**src/rtl/ysyx_23060191_wb_sched.sv**
```systemverilog
// ---------------------------------------------------------------------------
// ysyx_23060191_wb_sched
//
// Write-back scheduler for the 32-entry GPR file.
//   * Arbitrates the single GPR write port between EXU results and LSU load
//     results. When both request, the one not granted last wins.
//   * Registers the winning write onto wr_en_Rd / addr_Rd / data_Rd, so a
//     grant in cycle N appears on the GPR port in cycle N+1.
//   * Keeps a 2-bit pending-write counter per register (x1..x31) so IDU can
//     stall on RAW hazards.
//
// Optional feature macro: YSYX_23060191_WB_FWD_EN
//   Defined     : the write currently on the GPR port is bypassed to
//                 rs1/rs2 when it is the last pending write to that register,
//                 and the matching busy flag is suppressed for that cycle.
//   Not defined : rsN_fwd_vld = 0, rsN_fwd_data = 0, busy follows the counter.
//
// Ports
//   clk, rst_n                    clock (rising edge), synchronous active-low reset
//   issue_valid/issue_rd/
//   issue_ready                   IDU dispatch of an instruction writing issue_rd
//   exu_valid/exu_rd/exu_data/
//   exu_ready                     EXU write request and its grant
//   lsu_valid/lsu_rd/lsu_data/
//   lsu_ready                     LSU write request and its grant
//   rs1_addr, rs2_addr            IDU source register addresses
//   rs1_busy, rs2_busy            source has a pending write
//   rsN_fwd_vld/rsN_fwd_data      bypass of the write being committed
//   wr_en_Rd/addr_Rd/data_Rd      GPR write port
// ---------------------------------------------------------------------------
module ysyx_23060191_wb_sched #(
  parameter int NREG = 32,
  parameter int DW   = 32
) (
  input  logic          clk,
  input  logic          rst_n,

  input  logic          issue_valid,
  input  logic [4:0]    issue_rd,
  output logic          issue_ready,

  input  logic          exu_valid,
  input  logic [4:0]    exu_rd,
  input  logic [DW-1:0] exu_data,
  output logic          exu_ready,

  input  logic          lsu_valid,
  input  logic [4:0]    lsu_rd,
  input  logic [DW-1:0] lsu_data,
  output logic          lsu_ready,

  input  logic [4:0]    rs1_addr,
  input  logic [4:0]    rs2_addr,
  output logic          rs1_busy,
  output logic          rs2_busy,
  output logic          rs1_fwd_vld,
  output logic [DW-1:0] rs1_fwd_data,
  output logic          rs2_fwd_vld,
  output logic [DW-1:0] rs2_fwd_data,

  output logic          wr_en_Rd,
  output logic [4:0]    addr_Rd,
  output logic [DW-1:0] data_Rd
);

  localparam int AW = 5;

  // Identity of the requester granted most recently.
  typedef enum logic {
    GNT_EXU = 1'b0,
    GNT_LSU = 1'b1
  } gnt_e;

  gnt_e          r_last_grant;
  gnt_e          w_last_grant_next;

  logic          w_exu_gnt;
  logic          w_lsu_gnt;
  logic          w_any_gnt;
  logic [AW-1:0] w_sel_rd;
  logic [DW-1:0] w_sel_data;

  logic          r_wr_en;
  logic [AW-1:0] r_addr;
  logic [DW-1:0] r_data;

  logic          w_issue_xfer;
  logic          w_commit;
  logic [1:0]    w_cnt [NREG];

  // -------------------------------------------------------------------------
  // Arbitration. Grants are forced low while reset is asserted so nothing is
  // accepted (and later lost) during reset.
  // -------------------------------------------------------------------------
  always_comb begin
    w_exu_gnt         = 1'b0;
    w_lsu_gnt         = 1'b0;
    w_last_grant_next = r_last_grant;

    if (rst_n) begin
      if (exu_valid && lsu_valid) begin
        // Tie: the side that did not win last time takes this cycle.
        if (r_last_grant == GNT_EXU) begin
          w_lsu_gnt = 1'b1;
        end else begin
          w_exu_gnt = 1'b1;
        end
      end else begin
        w_exu_gnt = exu_valid;
        w_lsu_gnt = lsu_valid;
      end
    end

    if (w_exu_gnt) begin
      w_last_grant_next = GNT_EXU;
    end else if (w_lsu_gnt) begin
      w_last_grant_next = GNT_LSU;
    end
  end

  assign exu_ready = w_exu_gnt;
  assign lsu_ready = w_lsu_gnt;
  assign w_any_gnt = w_exu_gnt | w_lsu_gnt;

  assign w_sel_rd = w_lsu_gnt ? lsu_rd : exu_rd;

  // A write to x0 is still committed, but with zero data so the port never
  // carries a value that could be mistaken for a real x0 update.
  always_comb begin
    w_sel_data = '0;
    if (w_sel_rd != '0) begin
      w_sel_data = w_lsu_gnt ? lsu_data : exu_data;
    end
  end

  always_ff @(posedge clk) begin
    if (!rst_n) begin
      r_last_grant <= GNT_EXU;
    end else begin
      r_last_grant <= w_last_grant_next;
    end
  end

  // -------------------------------------------------------------------------
  // Commit register: one-cycle write pulse; address/data hold when idle.
  // -------------------------------------------------------------------------
  always_ff @(posedge clk) begin
    if (!rst_n) begin
      r_wr_en <= 1'b0;
      r_addr  <= '0;
      r_data  <= '0;
    end else begin
      r_wr_en <= w_any_gnt;
      if (w_any_gnt) begin
        r_addr <= w_sel_rd;
        r_data <= w_sel_data;
      end
    end
  end

  assign wr_en_Rd = r_wr_en;
  assign addr_Rd  = r_addr;
  assign data_Rd  = r_data;

  // -------------------------------------------------------------------------
  // Scoreboard. x0 has no counter and reads as permanently zero.
  // -------------------------------------------------------------------------
  assign w_issue_xfer = issue_valid && issue_ready && (issue_rd != '0);
  assign w_commit     = r_wr_en && (r_addr != '0);

  generate
    for (genvar gi = 0; gi < NREG; gi++) begin : g_cnt
      if (gi == 0) begin : g_x0
        assign w_cnt[gi] = 2'd0;
      end else begin : g_xn
        logic w_inc;
        logic w_dec;
        logic [1:0] r_cnt;

        assign w_inc = w_issue_xfer && (issue_rd == AW'(gi));
        assign w_dec = w_commit && (r_addr == AW'(gi));

        // Simultaneous issue and commit cancel out. A commit with nothing
        // pending is a protocol error and leaves the counter at zero.
        // An increment at 3 cannot happen because issue_ready blocks it.
        always_ff @(posedge clk) begin
          if (!rst_n) begin
            r_cnt <= 2'd0;
          end else if (w_inc && !w_dec) begin
            r_cnt <= r_cnt + 2'd1;
          end else if (w_dec && !w_inc && (r_cnt != 2'd0)) begin
            r_cnt <= r_cnt - 2'd1;
          end
        end

        assign w_cnt[gi] = r_cnt;
      end
    end
  endgenerate

  assign issue_ready = rst_n && ((issue_rd == '0) || (w_cnt[issue_rd] != 2'd3));

  // -------------------------------------------------------------------------
  // Source-operand status, one instance per read port.
  // -------------------------------------------------------------------------
  logic [AW-1:0] w_rs_addr  [2];
  logic [1:0]    w_fwd_vld;
  logic [DW-1:0] w_fwd_data [2];
  logic [1:0]    w_busy;

  assign w_rs_addr[0] = rs1_addr;
  assign w_rs_addr[1] = rs2_addr;

  generate
    for (genvar gi = 0; gi < 2; gi++) begin : g_rs
`ifdef YSYX_23060191_WB_FWD_EN
      // Bypass only the last outstanding write: with an older write still
      // pending the register value is not yet final.
      assign w_fwd_vld[gi]  = r_wr_en && (r_addr == w_rs_addr[gi]) &&
                              (r_addr != '0) && (w_cnt[r_addr] == 2'd1);
      assign w_fwd_data[gi] = r_data;
`else
      assign w_fwd_vld[gi]  = 1'b0;
      assign w_fwd_data[gi] = '0;
`endif
      assign w_busy[gi] = (w_rs_addr[gi] != '0) && (w_cnt[w_rs_addr[gi]] != 2'd0) &&
                          !w_fwd_vld[gi];
    end
  endgenerate

  assign rs1_busy     = w_busy[0];
  assign rs2_busy     = w_busy[1];
  assign rs1_fwd_vld  = w_fwd_vld[0];
  assign rs2_fwd_vld  = w_fwd_vld[1];
  assign rs1_fwd_data = w_fwd_data[0];
  assign rs2_fwd_data = w_fwd_data[1];

endmodule

```
**config.mk**
```make
export PLATFORM = sky130hd
export DESIGN_NAME = ysyx_23060191_wb_sched
export DESIGN_NICKNAME = d
export VERILOG_FILES = /design/src/rtl/ysyx_23060191_wb_sched.sv
export SDC_FILE = /design/constraint.sdc
export NUM_CORES = 1
export LEC_CHECK = 0
export ABC_AREA = 1
export CELL_PAD_IN_SITES_DETAIL_PLACEMENT = 0
export CELL_PAD_IN_SITES_GLOBAL_PLACEMENT = 1
export CORE_ASPECT_RATIO = 1.5
export CORE_MARGIN = 2
export CORE_UTILIZATION = 34
export CTS_CLUSTER_SIZE = 40
export DETAILED_ROUTE_END_ITERATION = 10
export HOLD_SLACK_MARGIN = 0.1
export PLACE_DENSITY_LB_ADDON = 0.1
export SLEW_MARGIN = 20
export SYNTH_ARGS = -nofsm -noshare
export SYNTH_HDL_FRONTEND = slang
export SYNTH_SLANG_ARGS = --single-unit
```
**constraint.sdc**
```tcl
create_clock -name clk -period 3.9 [get_ports clk]
set_input_delay 1.17 -clock clk [delete_from_list [all_inputs] [get_ports clk]]
set_output_delay 1.17 -clock clk [all_outputs]
set_load 0.05 [all_outputs]
```
**Yosys cells after proc, flatten, opt, wreduce, memory -nomap -nowiden**

Index checks and enable logic that the tools add are counted.

- Flip-flop bits (word level): 101
- Output and inout port bits: 109
- Word-level logic and storage cells: 544

- Add/subtract/negate cells: 62
- Order comparisons: 3
- Equality and inequality tests: 63
- Muxes and demuxes: 80
- Bitwise operators: 5
- Reductions and logical operators: 296

Operators with widths:

| kind | count |
|---|---|
| 1-bit logical AND | 162 |
| 5-bit == test (second input constant) | 32 |
| 2-bit 2-to-1 mux | 68 |
| 2-bit nonzero test | 64 |
| 5-bit by 4-bit == test with 1-bit output (second input constant) | 16 |
| 32-bit 2-to-1 mux | 2 |
| 2-bit by 1-bit adder with 2-bit output (second input constant) | 31 |
| 1-bit zero test | 62 |
| 2-bit by 1-bit subtractor with 2-bit output (second input constant) | 31 |
| 5-bit by 3-bit == test with 1-bit output (second input constant) | 8 |
| 2-bit binary-select mux with 5-bit select | 3 |
| 5-bit nonzero test | 5 |
| 5-bit by 2-bit == test with 1-bit output (second input constant) | 4 |
| 6-bit >= comparator (second input constant) | 3 |
| 5-bit NOT with 6-bit output | 3 |
| 5-bit by 1-bit == test with 1-bit output (second input constant) | 2 |
| 1-bit 2-to-1 mux | 6 |
| 5-bit zero test | 1 |
| 5-bit 2-to-1 mux | 1 |
| 2-bit inequality test (second input constant) | 1 |
| 2-bit OR reduction | 1 |
| 1-bit logical OR | 1 |
| 1-bit NOT | 1 |
| 1-bit OR | 1 |

**Depth between registers and ports, before layout**

- Word-level depth: 15
- Gate-level depth with buffers: 20

**Worst setup path before layout**

OpenSTA, ideal clock, no wires.

- Path type: input port to output port
- Start: input rs1_addr[1]
- End: output rs1_busy
- Arrival: 2.816 ns
- Slack: -0.086 ns
- Cell stages on the path: 7
- Path buffers: 2
- Path through: clkbuf_1 -> clkinv_1 -> clkbuf_1 -> o311ai_0 -> a21oi_1 -> o311ai_0 -> nand2_1

- Longest elaborated chain between the ends: 6
- Elaborated cells on any way between the ends: 7
- Those cells by class: mux: 3; bitwise: 1; reduce/logical: 3

RTL lines:

| element | line | text |
|---|---|---|
| start, declared | 52 | `input logic [4:0] rs1_addr,` |
| 5-bit NOT with 6-bit output (not written as such) | 226 | `assign w_busy[gi] = (w_rs_addr[gi] != '0) && (w_cnt[w_rs_addr[gi]] != 2'd0) &&` |
| 2-bit binary-select mux with 5-bit select | 226 |  |
| 2-bit 2-to-1 mux (not written as such) (2 in a row) | 226 |  |
| 2-bit nonzero test | 226 |  |
| 1-bit logical AND * | 226 |  |
| end, declared | 54 | `output logic rs1_busy,` |

Mark *: on every way between the ends. The rest lies on a longest branch, timed or not. The select of a mux whose other input is x is not followed.

**Worst setup path in the final report**

- Start: input rs1_addr[0]
- End: output rs1_busy

The elaborated chain is that of the path after synthesis.

==> run_results.csv <==
group,metric,value,unit
sta,rsz0062_at_grt,"true",
worst_setup_path,worstSetupStartpoint,"rs1_addr[0]",
pwr,sw_frac_of_total,34.6,%
pwr,pwr-share-seq,36.4,%
yosys,syn_area,7970,um^2
sta,final.min_clock_period,3860,ps
clock_tree,tritoncts_num_sinks,101,
floorplan,boundaryPins,203,
layout,antenna-diode-count,0,
pwr,switching_power,1040,uW
global_route,number_of_global_route_vias_before_repair,8262,
clock_tree,tritoncts_clock_tree,"built",
pwr,int_power,1960,uW
global_route,largest_net_degree_at_the_start_of_global_routing,42,
layout,synthToLayoutAreaGrowth,27.2,%
global_route,met3_grt_util,4.17,%
floorplan,floorplan.initialDensity,34.6,%
clock_tree,cts_root_buf,"sky130_fd_sc_hd__clkbuf_16",
floorplan,fp.coreArea,23100,um^2
pwr,vdd_ir_drop_max,0.220,mV
flow_run,cap_viol_max_count,0,
worst_setup_path,end_kind,"primary output",
clock_tree,cts.repair_timing.setup_buffer_count,0,
pwr,clk_network_pwr_share,35.3,%
sta,fin_ws,40.4,ps
hold_path,min_path_type,"reg2reg",
yosys,synthesis.instances,1317,
yosys,post-synth-top-area-fraction,25.4,%
global_route,first_pass_grt_wire_length,44500,um
yosys,synth-seq-cells,101,
outcome,run_status,"completed",
detailed_routing,post_drt_via_cell_ratio,4.84,
sta,finalSetupViolations,0,
yosys,seq_area_frac_synth,25.4,%
yosys,ys_top_cells_by_count,"319 x sky130_fd_sc_hd__nand2_1, 203 x sky130_fd_sc_hd__nor2_1, 149 x sky130_fd_sc_hd__inv_1, 110 x sky130_fd_sc_hd__nand3_1, 101 x sky130_fd_sc_hd__dfxtp_1",
yosys,syn_area_per_cell,6.05,um^2
clock_tree,htree_levels,3,
worst_setup_path,timing.critical_path.arrival,2690,ps
sta,slew-limit-headroom,40.6,%
global_route,globalRoute.totalOverflow,0,
yosys,yosysWarnings,0,
place,routabilityCongestion,0.926,
place,preCtsSetupSlack,-294,ps
yosys,synth_top_area_cell,"sky130_fd_sc_hd__dfxtp_1",
sta,peak_freq,259,MHz
global_route,grt_antenna_before_repair,0,
clock_tree,worst_skew_pair.late_latency,360,ps
pwr,power.density_cell_area,297,nW/um^2
pwr,power_frac_comb,28.3,%
worst_setup_path,worst_ep_required_time,2730,ps
clock_tree,cts-buffers-inserted,9,
detailed_routing,routedWlPerCell,15.8,um
detailed_routing,route.detailed.drc,0,
yosys,count_of_flip_flops_with_a_built_in_enable_after_synthesis,0,
global_route,grt_use_met2,41.5,%
clock_tree,cts.clk_slew.worst_paths,70,ps
detailed_routing,num_vias,8630,
hold_path,min-delay-start,"data_Rd[20]",
global_route,grt.met1_usage,27.4,%
detailed_routing,dr.pass1.iters,5,
detailed_routing,first_iter_violations,395,
sta,final_number_of_hold_violating_endpoints,0,
detailed_routing,totalWireLength,28200,um
yosys,postSynth.asyncResetShare,0,%
detailed_routing,residual_antenna_violating_net_count_after_detailed_routing,0,
layout,fillCellCount,2537,
sta,fin_crit_sh,99.0,%
layout,drive_gt1_share,10.4,%
floorplan,die_x,129,um
floorplan,area_of_the_die,24700,um^2
yosys,dominant_cells_by_area_after_synthesis,"sky130_fd_sc_hd__dfxtp_1 25%, sky130_fd_sc_hd__nand2_1 15%, sky130_fd_sc_hd__nor2_1 9.6%, sky130_fd_sc_hd__inv_1 7.0%, sky130_fd_sc_hd__nand3_1 6.9%",
floorplan,rows,68,
floorplan,die_h,191,um
sta,final-max-slew-violation-count,0,
worst_setup_path,reg2reg_from,"addr_Rd[1]",
place,buffer_ports.inserted,136,
worst_setup_path,critPathMaxFanout,9,
yosys,yosysUniqueCellTypes,42,
sta,skew,9.17,ps
yosys,synth_most_common_cell,"sky130_fd_sc_hd__nand2_1",
place,hpwl,21700,um
layout,finalNetCount,1558,
worst_setup_path,timing.setup.critical_path_class,"in2out",
sta,timing_worst_slew_pin_value,889,ps
yosys,postSynth.topFlopCell,"sky130_fd_sc_hd__dfxtp_1",
worst_setup_path,timing.critical_path.from_type,"input port",
pwr,leakage,0.00406,uW
pwr,power,3010,uW
clock_tree,clk_path_buf_depth,2,
global_route,grt_busiest_layer,"met2",
global_route,gr-usage-all-layers,23.3,%
==> state kept, by name (all words and copies together) (netlist names) <==
signal / flops
wr_en_Rd: 1
g_cnt.g_xn.r_cnt: 62
r_last_grant: 1
addr_Rd: 5
data_Rd: 32
==> worst max-delay path, cell delays in order <==
cell and delay (ps):
sky130_fd_sc_hd__clkdlybuf4s50_1 490, sky130_fd_sc_hd__inv_2 110, sky130_fd_sc_hd__a21oi_1 140, sky130_fd_sc_hd__o31ai_1 90
sky130_fd_sc_hd__nand3_1 100, sky130_fd_sc_hd__a21oi_1 70, sky130_fd_sc_hd__a311o_1 280, sky130_fd_sc_hd__nand2_2 70
sky130_fd_sc_hd__buf_6 150
==> final timing paths <==
kind	to	cells past startpoint	slack (ps)
worst max register to register	g_cnt[15].g_xn.r_cnt[0]	10	1340
worst min register to register	data_Rd[20]	2	460
worst max-delay path	rs1_busy	9	40
worst min-delay path	data_Rd[20]	2	460
==> through the flow <==
| step | hold slack [ps] | utilization, % | cell area [um^2] | setup TNS, ps | std cells |
|---|---|---|---|---|---|
| final | 464 | 43.9 | 10100 | 0 | 1784 |
| after global routing | 485 | 43.9 | 10100 | -53.8 | 1784 |
| after CTS | 466 | 43.8 | 10100 | 0 | 1784 |
| after detailed placement | 458 | 42.1 | 9700 | -1230 | 1767 |
| after global placement | 452 | 42.1 | 9700 | -1480 | 1767 |
| after floorplan | 439 | - | 8220 | 0 | 1382 |
==> power by group through the flow <==
stage	Clock [uW]	Sequential (uW)	Combinational (uW)
after floorplan	0	1230	476
after global placement	0	1120	846
after detailed placement	0	1120	843
after CTS	1090	1090	851
after global routing	1130	1100	912
final	1060	1090	851
==> per-layer routing <==
layer / wire length, um / part of all wire [%]
met4: 866 / 3.1
met5: 0 / 0
met3: 1450 / 5.1
met2: 14100 / 50
met1: 11800 / 42
==> timing repair <==
action | CTS | global route
hold buffers | 0 | 0
resized for setup | 34 | 14
cloned | 1 | 0
setup endpoints to repair | 3 | 3
pin swaps | 1 | 3
==> cell families (layout without fill, tap and decap cells) <==
| logic type | after synthesis | count (layout) | share of synthesized area [%] |
|---|---|---|---|
| other | 1 | 66 | 0.0471 |
| DFF | 101 | 101 | 25.4 |
| AOI/OAI and AO/OA | 231 | 231 | 17.5 |
| muxes | 2 | 2 | 0.251 |
| buffers and inverters | 281 | 368 | 17.2 |
| and+or+nand+nor | 701 | 701 | 39.6 |
==> placed cells by master (no fill, tap or decap), types with 2 or more instances in the layout <==
master	count
sky130_fd_sc_hd__clkdlybuf4s50_1	121
sky130_fd_sc_hd__nand4_1	20
sky130_fd_sc_hd__conb_1	66
sky130_fd_sc_hd__o311ai_2	2
sky130_fd_sc_hd__nor2_2	4
sky130_fd_sc_hd__buf_2	4
sky130_fd_sc_hd__clkbuf_8	3
sky130_fd_sc_hd__bufinv_16	2
sky130_fd_sc_hd__or2_2	3
sky130_fd_sc_hd__inv_4	3
sky130_fd_sc_hd__o221ai_1	2
sky130_fd_sc_hd__o311ai_0	10
sky130_fd_sc_hd__nand3_2	19
sky130_fd_sc_hd__o21bai_1	3
sky130_fd_sc_hd__o311ai_1	8
sky130_fd_sc_hd__clkbuf_16	9
sky130_fd_sc_hd__dfxtp_1	101
sky130_fd_sc_hd__mux2i_1	2
sky130_fd_sc_hd__o211ai_1	25
sky130_fd_sc_hd__a21oi_1	83
sky130_fd_sc_hd__clkinv_4	2
sky130_fd_sc_hd__buf_6	5
sky130_fd_sc_hd__buf_4	50
sky130_fd_sc_hd__buf_12	8
sky130_fd_sc_hd__inv_1	146
sky130_fd_sc_hd__a32o_1	2
sky130_fd_sc_hd__o21ai_0	37
sky130_fd_sc_hd__nand3_1	109
sky130_fd_sc_hd__o21a_1	18
sky130_fd_sc_hd__a31oi_1	2
sky130_fd_sc_hd__nand4_2	19
sky130_fd_sc_hd__nand2_1	317
sky130_fd_sc_hd__o21ai_1	30
sky130_fd_sc_hd__nor2_1	201
sky130_fd_sc_hd__dlygate4sd2_1	5
sky130_fd_sc_hd__nand2_2	3
sky130_fd_sc_hd__inv_2	6
==> final cells by class <==
type / instances / area [um^2] / area share, %
sequential: 101 / 2020 / 20.0
multi-input combinational: 1000 / 4880 / 48.2
clock inverter: 4 / 77.6 / 0.766
inverter: 157 / 602 / 5.94
timing repair buffer: 195 / 1890 / 18.7
tap: 315 / 394 / 3.89
clock buffer: 12 / 267 / 2.63
Note: power is estimated with default switching activity, not from simulation.
